## src/rtl/axis_1553_encoder.sv

```systemverilog
// rtl/axis_1553_encoder.sv - AXI-Stream slave to MIL-STD-1553 Manchester-II word encoder
//
// Takes one 16-bit word per AXI-Stream transfer and sends it as
// sync + 16 data bits (MSB first) + parity on a differential pair.
// The bit rate is 1 Mbit/s, so one half-bit lasts HB = clock_speed/2 MHz clocks.
//
// Ports:
//   aclk           system clock, rising edge
//   arst           synchronous active-high reset
//   s_axis_tdata   word to transmit
//   s_axis_tvalid  word valid
//   s_axis_tuser   [7:5] sync type (100 = command/status, otherwise data),
//                  [3] post-word 4 us delay enable, [0] parity (1 = odd, 0 = even)
//   s_axis_tready  ready for a word
//   diff           {positive leg, negative leg}; 00 while idle or delaying
//   en_diff        transmitter enable
module axis_1553_encoder #(
  parameter int clock_speed = 20000000
) (
  input  logic        aclk,
  input  logic        arst,
  input  logic [15:0] s_axis_tdata,
  input  logic        s_axis_tvalid,
  input  logic [7:0]  s_axis_tuser,
  output logic        s_axis_tready,
  output logic [1:0]  diff,
  output logic        en_diff
);

  localparam int HB = clock_speed / 2000000;
  // One counter covers both a half-bit and the 8-half-bit post-word delay.
  localparam int CW = $clog2(8 * HB);
  localparam logic [CW-1:0] HB_LAST  = CW'(HB - 1);
  localparam logic [CW-1:0] DLY_LAST = CW'(8 * HB - 1);

  localparam logic [1:0] ST_IDLE  = 2'd0;
  localparam logic [1:0] ST_XMIT  = 2'd1;
  localparam logic [1:0] ST_DELAY = 2'd2;

  logic [1:0]    state;
  logic [CW-1:0] cnt;
  logic [5:0]    hb_idx;     // 0..5 sync, 6..37 data, 38..39 parity
  logic [16:0]   frame;      // {data, parity}, bit 16 sent first
  logic          sync_cmd;
  logic          dly_en;

  logic          last_tick;
  logic          line;
  logic [5:0]    sub;
  logic [4:0]    pos;
  logic          load_par;
  logic          unused_tuser;

  assign unused_tuser = ^{s_axis_tuser[4], s_axis_tuser[2:1]};

  assign load_par  = s_axis_tuser[0] ? ~^s_axis_tdata : ^s_axis_tdata;
  assign last_tick = (cnt == HB_LAST) && (hb_idx == 6'd39);

  // Ready in idle, and in the final clock of the parity bit so that words
  // without a delay can follow each other with no gap on the line.
  assign s_axis_tready = !arst &&
                         ((state == ST_IDLE) ||
                          (state == ST_XMIT && last_tick && !dly_en));

  always_ff @(posedge aclk) begin
    if (arst) begin
      state    <= ST_IDLE;
      cnt      <= '0;
      hb_idx   <= '0;
      frame    <= '0;
      sync_cmd <= 1'b0;
      dly_en   <= 1'b0;
    end else begin
      case (state)
        ST_IDLE: begin
          if (s_axis_tvalid) begin
            frame    <= {s_axis_tdata, load_par};
            sync_cmd <= (s_axis_tuser[7:5] == 3'b100);
            dly_en   <= s_axis_tuser[3];
            cnt      <= '0;
            hb_idx   <= '0;
            state    <= ST_XMIT;
          end
        end
        ST_XMIT: begin
          if (cnt == HB_LAST) begin
            cnt <= '0;
            if (hb_idx == 6'd39) begin
              hb_idx <= '0;
              if (dly_en) begin
                state <= ST_DELAY;
              end else if (s_axis_tvalid) begin
                frame    <= {s_axis_tdata, load_par};
                sync_cmd <= (s_axis_tuser[7:5] == 3'b100);
                dly_en   <= s_axis_tuser[3];
              end else begin
                state <= ST_IDLE;
              end
            end else begin
              hb_idx <= hb_idx + 6'd1;
            end
          end else begin
            cnt <= cnt + 1'b1;
          end
        end
        ST_DELAY: begin
          if (cnt == DLY_LAST) begin
            cnt   <= '0;
            state <= ST_IDLE;
          end else begin
            cnt <= cnt + 1'b1;
          end
        end
        default: state <= ST_IDLE;
      endcase
    end
  end

  // Manchester level: first half of a bit carries the bit, second half its inverse.
  assign sub = hb_idx - 6'd6;
  assign pos = sub[5:1];

  always_comb begin
    line = 1'b0;
    if (hb_idx < 6'd6) begin
      line = sync_cmd ? (hb_idx < 6'd3) : (hb_idx >= 6'd3);
    end else begin
      line = frame[5'd16 - pos] ^ sub[0];
    end
  end

  assign en_diff = (state == ST_XMIT);
  assign diff    = en_diff ? {line, ~line} : 2'b00;

endmodule

```

## config.mk

```make
export PLATFORM = sky130hd
export DESIGN_NAME = axis_1553_encoder
export DESIGN_NICKNAME = d
export VERILOG_FILES = /design/src/rtl/axis_1553_encoder.sv
export SDC_FILE = /design/constraint.sdc
export NUM_CORES = 1
export LEC_CHECK = 0
export ABC_AREA = 1
export BUFFER_PORTS_ARGS = -buffer_cell sky130_fd_sc_hd__buf_2
export CORE_ASPECT_RATIO = 1.25
export CORE_MARGIN = 4
export CORE_UTILIZATION = 55
export CTS_CLUSTER_DIAMETER = 40
export DETAILED_ROUTE_END_ITERATION = 12
export PLACE_DENSITY = 0.78
export SETUP_SLACK_MARGIN = 0.2
export SLEW_MARGIN = 20
export SYNTH_ARGS = -nofsm -noshare
export SYNTH_HDL_FRONTEND = slang
export SYNTH_SLANG_ARGS = --single-unit
```

## constraint.sdc

```tcl
create_clock -name aclk -period 3 [get_ports aclk]
set_input_delay 0.6 -clock aclk [delete_from_list [all_inputs] [get_ports aclk]]
set_output_delay 0.6 -clock aclk [all_outputs]
set_load 0.05 [all_outputs]
```

==> results.md, run 1 <==
STA:
- Setup repair after global routing left no endpoint under its margin.
- The final clock skew is 0.004817 ns.
- The transition time at the pin with the least slew margin is 0.5784 ns.
- Subtracting the final worst setup slack from the clock period gives 2.613 ns.
- Headroom to the max-slew limit came out at 61.40%.
- The fmax is 382.7 MHz.
- The count of pins over their slew limit is 0.
- The count of endpoints failing hold in the final timing report is 0.
- The post-route setup TNS is 0 ns.
- The final critical path takes up 87.10% of the cycle.
- The setup slack after layout is 0.3871 ns.
- The total of endpoints with negative setup slack in the final report is 0.

Synth:
- The fraction of post-synthesis cell area in the top cell type by area is 29.74%.
- The synthesized design contains 34 register bits.
- The sequential area share after synthesis is 29.74%.
- The total nets after synthesis is 370.
- The commonest cells after synthesis are sky130_fd_sc_hd__nand2_1, sky130_fd_sc_hd__inv_1, sky130_fd_sc_hd__dfxtp_1.
- The most repeated cell in the gate-level netlist after synthesis is sky130_fd_sc_hd__nand2_1.
- In this run the mean area of a mapped cell was 6.893 µm².
- After synthesis, the netlist uses 41 different library cells.
- The dominant register cell in the synthesized netlist is sky130_fd_sc_hd__dfxtp_1.
- The synthesized design contains 0 enable-type register cells.
- Synthesis handed over a netlist of 332 instances.
- After synthesis, the cell types taking the most area are sky130_fd_sc_hd__dfxtp_1, sky130_fd_sc_hd__nand2_1, sky130_fd_sc_hd__inv_1.
- For this run, asynchronously set or reset flops after synthesis account for 0%.
- The warning count from the yosys run is 0.
- The mapped cell area is 2288 µm².
- The biggest area contributor in the post-synthesis netlist is sky130_fd_sc_hd__dfxtp_1.

Min path:
- The path with the worst hold slack has its endpoint at frame[2]$_SDFFE_PP0P_.
- The startpoint identified for the worst hold timing path is frame[2]$_SDFFE_PP0P_.
- The hold path depth is 2.
- The path type of the worst min-delay path is reg -> reg.

Job:
- The tool flagged a number of max-cap violations equal to 0.

Worst setup path:
- The worst reg-to-reg setup slack is 1.02 ns.
- On the critical path, the stage with the largest delay is an instance of sky130_fd_sc_hd__dfxtp_4.
- STA puts the critical path data arrival time at 2.01 ns.
- In this run the worst path has a maximum fanout of 6.
- The destination of the worst register-to-register timing path is frame[0]$_SDFFE_PP0P_.
- The maximum single-stage delay on the critical path is 0.37 ns.
- The required time of the critical path is 2.40 ns.
- The number of cells on the worst reg-to-reg path is 11.
- The startpoint-to-endpoint class of the critical path is reg -> out.
- The critical path goes through ha_4 > inv_2 > nand2_2 > nand2_2 > nand2_1 > nand3_1 > nand3_1 > nand2_1 > nand2_1 > nand3_1 > nand3_1 > nand2_1 > nor2_1 > buf_4.
- Counting both buffers and inverters, the worst setup path holds a total of 2.
- The critical path crosses 14 cells after its start point.
- On the critical path the largest part of the delay comes from simple AND/OR/NAND/NOR gates.
- The startpoint type of the worst setup path is a register.
- STA classifies the critical path endpoint as an output pin.
- The worst register-to-register path begins at state[1]$_SDFFE_PP0P_.

Placed design:
- The placed wire-length estimate after detailed placement is 3525 µm.
- The total of buffers placed on input and output ports is 27.
- Prior to clock tree synthesis, the placed netlist has a worst setup slack of 0.4156 ns.
- The post-placement cell count is 408.
- Routability-driven placement finished with a final weighted congestion of 0.8384.

Final layout:
- The diode insertion count for antenna repair is 0.
- Fill cells in the final layout number 356.
- The number of non-filler instances in the completed layout is 417.
- The post-synthesis to final-layout area growth is 12.79%.
- After the last flow step, the layout net total stands at 401.
- Of the cells placed in the final design, the portion with a size suffix greater than 1 is 19.28%.

Detailed routing:
- For this block, the routed nets add up to 4589 µm of wire.
- The post-detailed-route DRC marker count is 0.
- In the final routed layout, each cell accounts on average for 11.00 µm.
- The routed via count is 2,150.
- For this run, the detailed router's first-pass iteration total came to 4.
- The count of nets left with antenna violations once routing finished came out at 0.
- Using the TritonRoute via totals, the vias-per-cell ratio works out to 5.156.
- In this run, the number of DRC markers left after iteration 0 of detailed routing was 82.

Status:
- The run finished with clean final reports.

GRT:
- The leftover overflow at the end of global routing is 0.
- In the global route stage, overall resource usage came out at 18.63%.
- The pin count of the biggest net entering global routing is 33.
- The initial antenna violation count came to 0.
- The number of global-route vias before repair is 1,931.
- The first-pass GRT wire length is 7838 µm.

Floorplan:
- The floorplan has 25 rows.
- For this configuration, the core starts out at a cell density of 58.53%.
- The floorplan step defined a core boundary enclosing 3910 µm².
- The full die area is 5263 µm².
- 31 I/O pins were placed.
- The die is 80.12 µm tall.
- The chip width is 65.70 µm.

Clock tree:
- The H-tree generated during clock tree synthesis spans 2 levels.
- The cts-stage hold buffer count is 0.
- Clock tree synthesis selected as its root buffer the cell sky130_fd_sc_hd__clkbuf_8.
- The deepest clock path buffer count is 2.
- Counting every sink on the clock net gives 34.
- The register clock-pin slew on the reported worst setup and hold paths is 0.07 ns.
- TritonCTS created 5 clock buffers.
- TritonCTS built the clock tree.
- The later-pin clock latency in the skew report is 0.28 ns.

Pwr:
- The highest ir drop seen on vdd is 0.4453 mV.
- For this design the static power due to leakage is 1.174 nW.
- The power density over the cells is 780.2 nW/µm².
worst max-delay path by stage:
stage	startpoint	endpoint	slack (ns)
3_3_place_gp	hb_idx[2]$_SDFFE_PP0P_	diff[1]	0.45
6_report	hb_idx[2]$_SDFFE_PP0P_	diff[0]	0.39
2_1_floorplan	state[1]$_SDFFE_PP0P_	s_axis_tready	0.21
3_5_place_dp	hb_idx[2]$_SDFFE_PP0P_	diff[1]	0.42
5_1_grt	hb_idx[3]$_SDFFE_PP0P_	diff[1]	0.21
4_1_cts	hb_idx[2]$_SDFFE_PP0P_	diff[1]	0.23
per-stage QoR:
step / hold slack, ns / utilization, % / instance area [µm²] / total power [mW]
after global routing: 0.4696 / 66.02 / 2581 / 2.189
after floorplan: 0.4300 / - / 2288 / 1.526
after global placement: 0.4429 / 62.75 / 2454 / 1.664
after CTS: 0.4558 / 64.93 / 2539 / 2.014
final: 0.4545 / 66.02 / 2581 / 2.014
after detailed placement: 0.4456 / 62.75 / 2454 / 1.683
final cells by class:
| class | instances | area (µm²) | area share, % |
|---|---|---|---|
| well taps | 54 | 67.56 | 2.618 |
| repair buffers | 32 | 181.4 | 7.029 |
| multi-input cells | 241 | 1381 | 53.51 |
| clock buffers | 7 | 76.32 | 2.957 |
| inverters | 49 | 186.4 | 7.222 |
| flip-flops and latches | 34 | 688.2 | 26.66 |
power breakdown:
part           internal [mW]  total [mW]  switching [mW]  leakage, nW
combinational          0.365        1.07           0.705        0.856
sequential             0.569       0.629          0.0597        0.280
clock                  0.160       0.315           0.155       0.0383
flip-flops by register name, summed over array words and instances, names as in the netlist:
register  cells
hb_idx        6
sync_cmd      1
dly_en        1
state         2
frame        17
cnt           7
logic make-up (layout without fill, tap and decap cells):
| group | count (synthesis) | in the layout | share of synthesized area (%) |
|---|---|---|---|
| AND/OR/NAND/NOR | 158 | 158 | 33.95 |
| buffers and inverters | 57 | 88 | 10.77 |
| AO/OA/AOI/OAI | 55 | 55 | 13.01 |
| flip-flops | 34 | 34 | 29.74 |
| XOR/XNOR | 17 | 17 | 6.507 |
| adder cells (fa/ha/maj) | 11 | 11 | 6.014 |
placed cells by master, fill, tap and decap left out, types with 5 or more instances in the layout:
cell type / n
sky130_fd_sc_hd__a21oi_1: 28
sky130_fd_sc_hd__inv_2: 6
sky130_fd_sc_hd__dfxtp_1: 32
sky130_fd_sc_hd__nand2_1: 73
sky130_fd_sc_hd__ha_1: 10
sky130_fd_sc_hd__clkbuf_8: 5
sky130_fd_sc_hd__xor2_1: 8
sky130_fd_sc_hd__o21ai_1: 14
sky130_fd_sc_hd__xnor2_1: 9
sky130_fd_sc_hd__inv_1: 42
sky130_fd_sc_hd__buf_2: 25
sky130_fd_sc_hd__buf_4: 6
sky130_fd_sc_hd__nand3_1: 27
sky130_fd_sc_hd__nor2_1: 21
metal layers:
layer	vias to the layer above	track usage, %	wire length, µm
li1	1131	-	-
met1	971	21.40	2086
met2	39	33.20	2219
met3	9	3.776	204
met4	0	7.261	79
met5	-	0	0
worst min-delay path, stage by stage (launching register included):
cell	delay [ns]
sky130_fd_sc_hd__dfxtp_1	0.30
sky130_fd_sc_hd__inv_1	0.06
sky130_fd_sc_hd__a21oi_1	0.05
what timing repair did:
item,CTS,global route
cloned,0,0
pin swaps,0,1
gates resized for setup,4,8
endpoints found under the setup margin,2,2
buffers inserted,0,2
No activity file was read; power rests on OpenSTA's default activity.
==> run 2: changes to the inputs <==
Settings changed: ABC_AREA 1 to not set.
==> run 2 against run 1 <==
Power is 31% lower; critical path depth down 6; worst hold slack better by 0.038 ns; global-route usage up 0.62 points; die area fell by 7.4%; non-clock buffer count is 2 higher; core utilization rose by 2.3 points; maximum frequency decreased by 10%; via count is 18% lower; sequential power shrank 14%; clock skew is 0.0016 ns higher; sequential share of layout area up 1.4 points.
==> results.md, run 2 <==
Synth:
- The warning count from the yosys run is 0.
- The count of flip-flops with a built-in enable after synthesis is 0.
- The average size of a mapped cell is 9.005 µm².
- After synthesis, the cell types taking the most area are sky130_fd_sc_hd__dfxtp_1, sky130_fd_sc_hd__mux2i_1, sky130_fd_sc_hd__xnor2_1.
- Ranked by instance count, the synthesized netlist is headed by sky130_fd_sc_hd__nor2_1, sky130_fd_sc_hd__dfxtp_1, sky130_fd_sc_hd__mux2i_1.
- The fraction of registers with async set or reset after synthesis is 0%.
- Among all flip-flop cells after synthesis, the most frequent one is sky130_fd_sc_hd__dfxtp_1.
- The post-synthesis cell type count is 45.
- The largest total area in the synthesized netlist belongs to sky130_fd_sc_hd__dfxtp_1.
- Summing the sequential cell areas from Yosys gives 32.44% of the chip area.
- The synthesized instance count is 233.
- The synthesis-stage register bit count is 34.
- The most repeated cell in the gate-level netlist after synthesis is sky130_fd_sc_hd__nor2_1.
- When the netlist entered floorplanning its net count stood at 271.
- The top cell type by area accounts for 32.44% of the synthesized area.
- The synthesized netlist occupies a cell area of 2098 µm².

Detailed routing:
- The routed layout has 1,762 vias.
- The average wire length per cell after detail routing is 14.06 µm.
- The length of the first detailed-routing pass in iterations is 6.
- The post-detailed-route DRC marker count is 0.
- After the first detailed-routing iteration, the DRC count stood at 107.
- The total length of routed wires is 4273 µm.
- In the routed layout, each cell is associated on average with a via count of 5.796.
- The antenna violation net count after detailed routing is 0.

STA:
- For the pin with the worst max-slew slack, the measured transition is 0.6554 ns.
- The count of pins over their slew limit was 0.
- In this run the tightest slew margin relative to its limit is 56.15%.
- The final period demand of the worst path is 2.904 ns.
- The count of endpoints failing hold in the final timing report came to 0.
- Hold timing on the final database bottoms out at a slack of 0.4922 ns.
- Setup repair after global routing could not meet its margin everywhere.
- The total of endpoints with negative setup slack in the final report is 0.
- The final critical path takes up 96.79% of the cycle.
- The final clock skew is 0.006406 ns.
- For this run, the top clock speed supported by timing is 344.4 MHz.

Floorplan:
- In this run the vertical extent of the chip is 77.06 µm.
- The full die area is 4873 µm².
- The count of standard-cell rows is 24.
- In this run the horizontal extent of the chip is 63.25 µm.
- During I/O placement, the number of pins put on the boundary was 31.
- The initial core utilization is 58.72%.
- After floorplanning, the core was sized to cover 3573 µm².

GRT:
- For this run, the total global-route usage over all layers was measured as 19.25%.
- The initial antenna violation count is 0.
- Global routing used 23.34% of the available met1 tracks.
- The first-pass GRT wire length is 7693 µm.
- Global routing consumed, on the met3 layer, 3.509% of the routing resources.
- The global routing's busiest layer is met2.
- After global routing the overflow that remains totals 0.
- The number of global-route vias before repair was 1,727.
- The pin count of the biggest net entering global routing is 29.
- The global-route track usage on met2 is 34.53%.

Final layout:
- The number of non-filler instances in the completed layout is 304.
- The layout cell share with drive strength beyond 1 is 24.53%.
- The design area is 2441 µm².
- The area of combinational cells with multiple inputs is 1385 µm².
- The post-synthesis to final-layout area growth is 16.34%.
- In the layout the commonest cells are sky130_fd_sc_hd__nor2_1, sky130_fd_sc_hd__dfxtp_1, sky130_fd_sc_hd__buf_2.
- The number of inserted filler cells in the final layout is 294.
- The top register by number of flip-flops is frame.
- The largest registers in the layout are frame: 17 flops, cnt: 7 flops, hb_idx: 6 flops.
- The diode insertion count for antenna repair is 0.
- The register with the most flip-flops in the layout has 17 of them.
- The library cell used most frequently in the layout, excluding fill and tap cells, is sky130_fd_sc_hd__nor2_1.
- In the final layout, flip-flops and latches occupy 685.7 µm².
- The net count of the finished layout is 302.

Worst setup path:
- The depth of the most critical reg-to-reg path is 8.
- The endpoint type of the worst setup path is an output pin.
- The worst register-to-register path has a setup slack of 0.83 ns.
- The peak fanout along the critical path is 12.
- The destination of the worst register-to-register timing path is frame[14]$_SDFFE_PP0P_.
- The slowest cell on the critical path is sky130_fd_sc_hd__or3_4.
- Data on the critical path is required at its endpoint by 2.40 ns.
- The critical path is of the reg -> out type.
- The critical path goes through buf_4 > and4bb_1 > a221o_1 > and4_4 > or3_4 > o22a_1 > o211ai_2 > buf_6.
- The maximum single-stage delay on the critical path is 0.36 ns.
- STA puts the critical path data arrival time at 2.30 ns.
- The launch instance of the worst register-to-register path is hb_idx[1]$_SDFFE_PP0P_.
- STA classifies the critical path startpoint as a register.

Clock tree:
- The clock reaches the later pin of the worst-skew pair after 0.28 ns.
- TritonCTS built the clock tree.
- The tree built by TritonCTS fans out to 34 sinks.
- Clock tree synthesis inserted a total of 5 buffers.
- After clock tree synthesis, the flow added hold-fix buffers numbering 0.
- The register clock-pin slew on the reported worst setup and hold paths is 0.07 ns.
- The deepest clock path buffer count is 2.
- The buffer cell driving the clock tree root is sky130_fd_sc_hd__clkbuf_8.
- The H-tree generated during clock tree synthesis spans 2 levels.

Placed design:
- The total of buffers placed on input and output ports is 27.
- After detailed placement, the total cell area comes to 2310 µm².
- Once detailed placement completed, the half-perimeter wirelength came to 3183 µm.
- The post-placement cell count is 296.
- The final RePlAce weighted congestion is 0.8084.

Pwr:
- The highest ir drop seen on vdd is 0.3635 mV.
- In this run the static leakage power is 0.9655 nW.
- The power density over the cells is 565.9 nW/µm².

Min path:
- For hold timing, the worst endpoint is frame[5]$_SDFFE_PP0P_.
- The path class of the tightest hold or removal check is reg -> reg.
- The hold path depth is 2.
- The start point of the worst min-delay path is frame[5]$_SDFFE_PP0P_.

Status:
- The flow ran to the end, and the final reports show no timing, DRC or antenna violations.

Job:
- The number of max-cap violations is 0.
run 2: worst max path at each step:
stage	start	cells after the start	slack, ns	end
floorplan	hb_idx[3]$_SDFFE_PP0P_	8	0.20	diff[0]
global placement	hb_idx[1]$_SDFFE_PP0P_	8	0.09	diff[1]
detailed placement	hb_idx[1]$_SDFFE_PP0P_	8	0.02	diff[1]
CTS	hb_idx[1]$_SDFFE_PP0P_	8	0.09	diff[1]
global route	hb_idx[2]$_SDFFE_PP0P_	8	-0.02	diff[1]
finish	hb_idx[1]$_SDFFE_PP0P_	8	0.1	diff[0]
run 2: worst max-delay path, delay by kind of cell, from the launching register on:
family / cells / cell delay, ns
AO/OA/AOI/OAI: 3 / 0.57
flip-flops: 1 / 0.34
buffers and inverters: 2 / 0.36
AND/OR/NAND/NOR: 3 / 0.76
run 2: logic make-up (layout without fill, tap and decap cells):
kind of cell    Yosys count  in the layout  synth area share (%)
compound gates           32             32                 10.44
xor+xnor                 23             23                 10.26
fa+ha+maj                11             11                 6.559
buf+inv                  17             49                 3.459
flops                    34             34                 32.44
mux                      25             25                 14.31
simple gates             91             91                 22.54
run 2: metrics by stage:
stage / power, mW / setup slack [ns] / TNS, ns / util [%]
finish: 1.381 / 0.09620 / 0 / 68.31
global route: 1.469 / -0.02418 / -0.02418 / 68.31
CTS: 1.389 / 0.08617 / 0 / 68.31
detailed placement: 1.034 / 0.01700 / 0 / 64.64
global placement: 1.020 / 0.09453 / 0 / 64.64
floorplan: 0.9309 / 0.2049 / 0 / -
run 2: area by class of cell:
type | instances | share of cell area, %
clock inverter | 1 | 0.2050
tap | 39 | 1.999
inverter | 7 | 1.076
timing repair buffer | 34 | 8.355
multi-input combinational | 182 | 56.74
sequential | 34 | 28.09
clock buffer | 7 | 3.537
run 2: where the power goes:
group	switching (mW)	internal (mW)
clock network	0.161	0.185
logic	0.274	0.217
registers	0.0387	0.505
total	0.474	0.907
run 2: repair_timing:
action	in CTS	in global routing
setup buffers	0	0
pin swaps	6	1
gates resized for setup	16	0
setup endpoints to repair	2	2
run 2: layer usage:
metal / share of wire, % / routed length (µm)
met3: 4.0 / 170
met2: 51 / 2184
met5: 0 / 0
met4: 0.63 / 27
met1: 44 / 1891
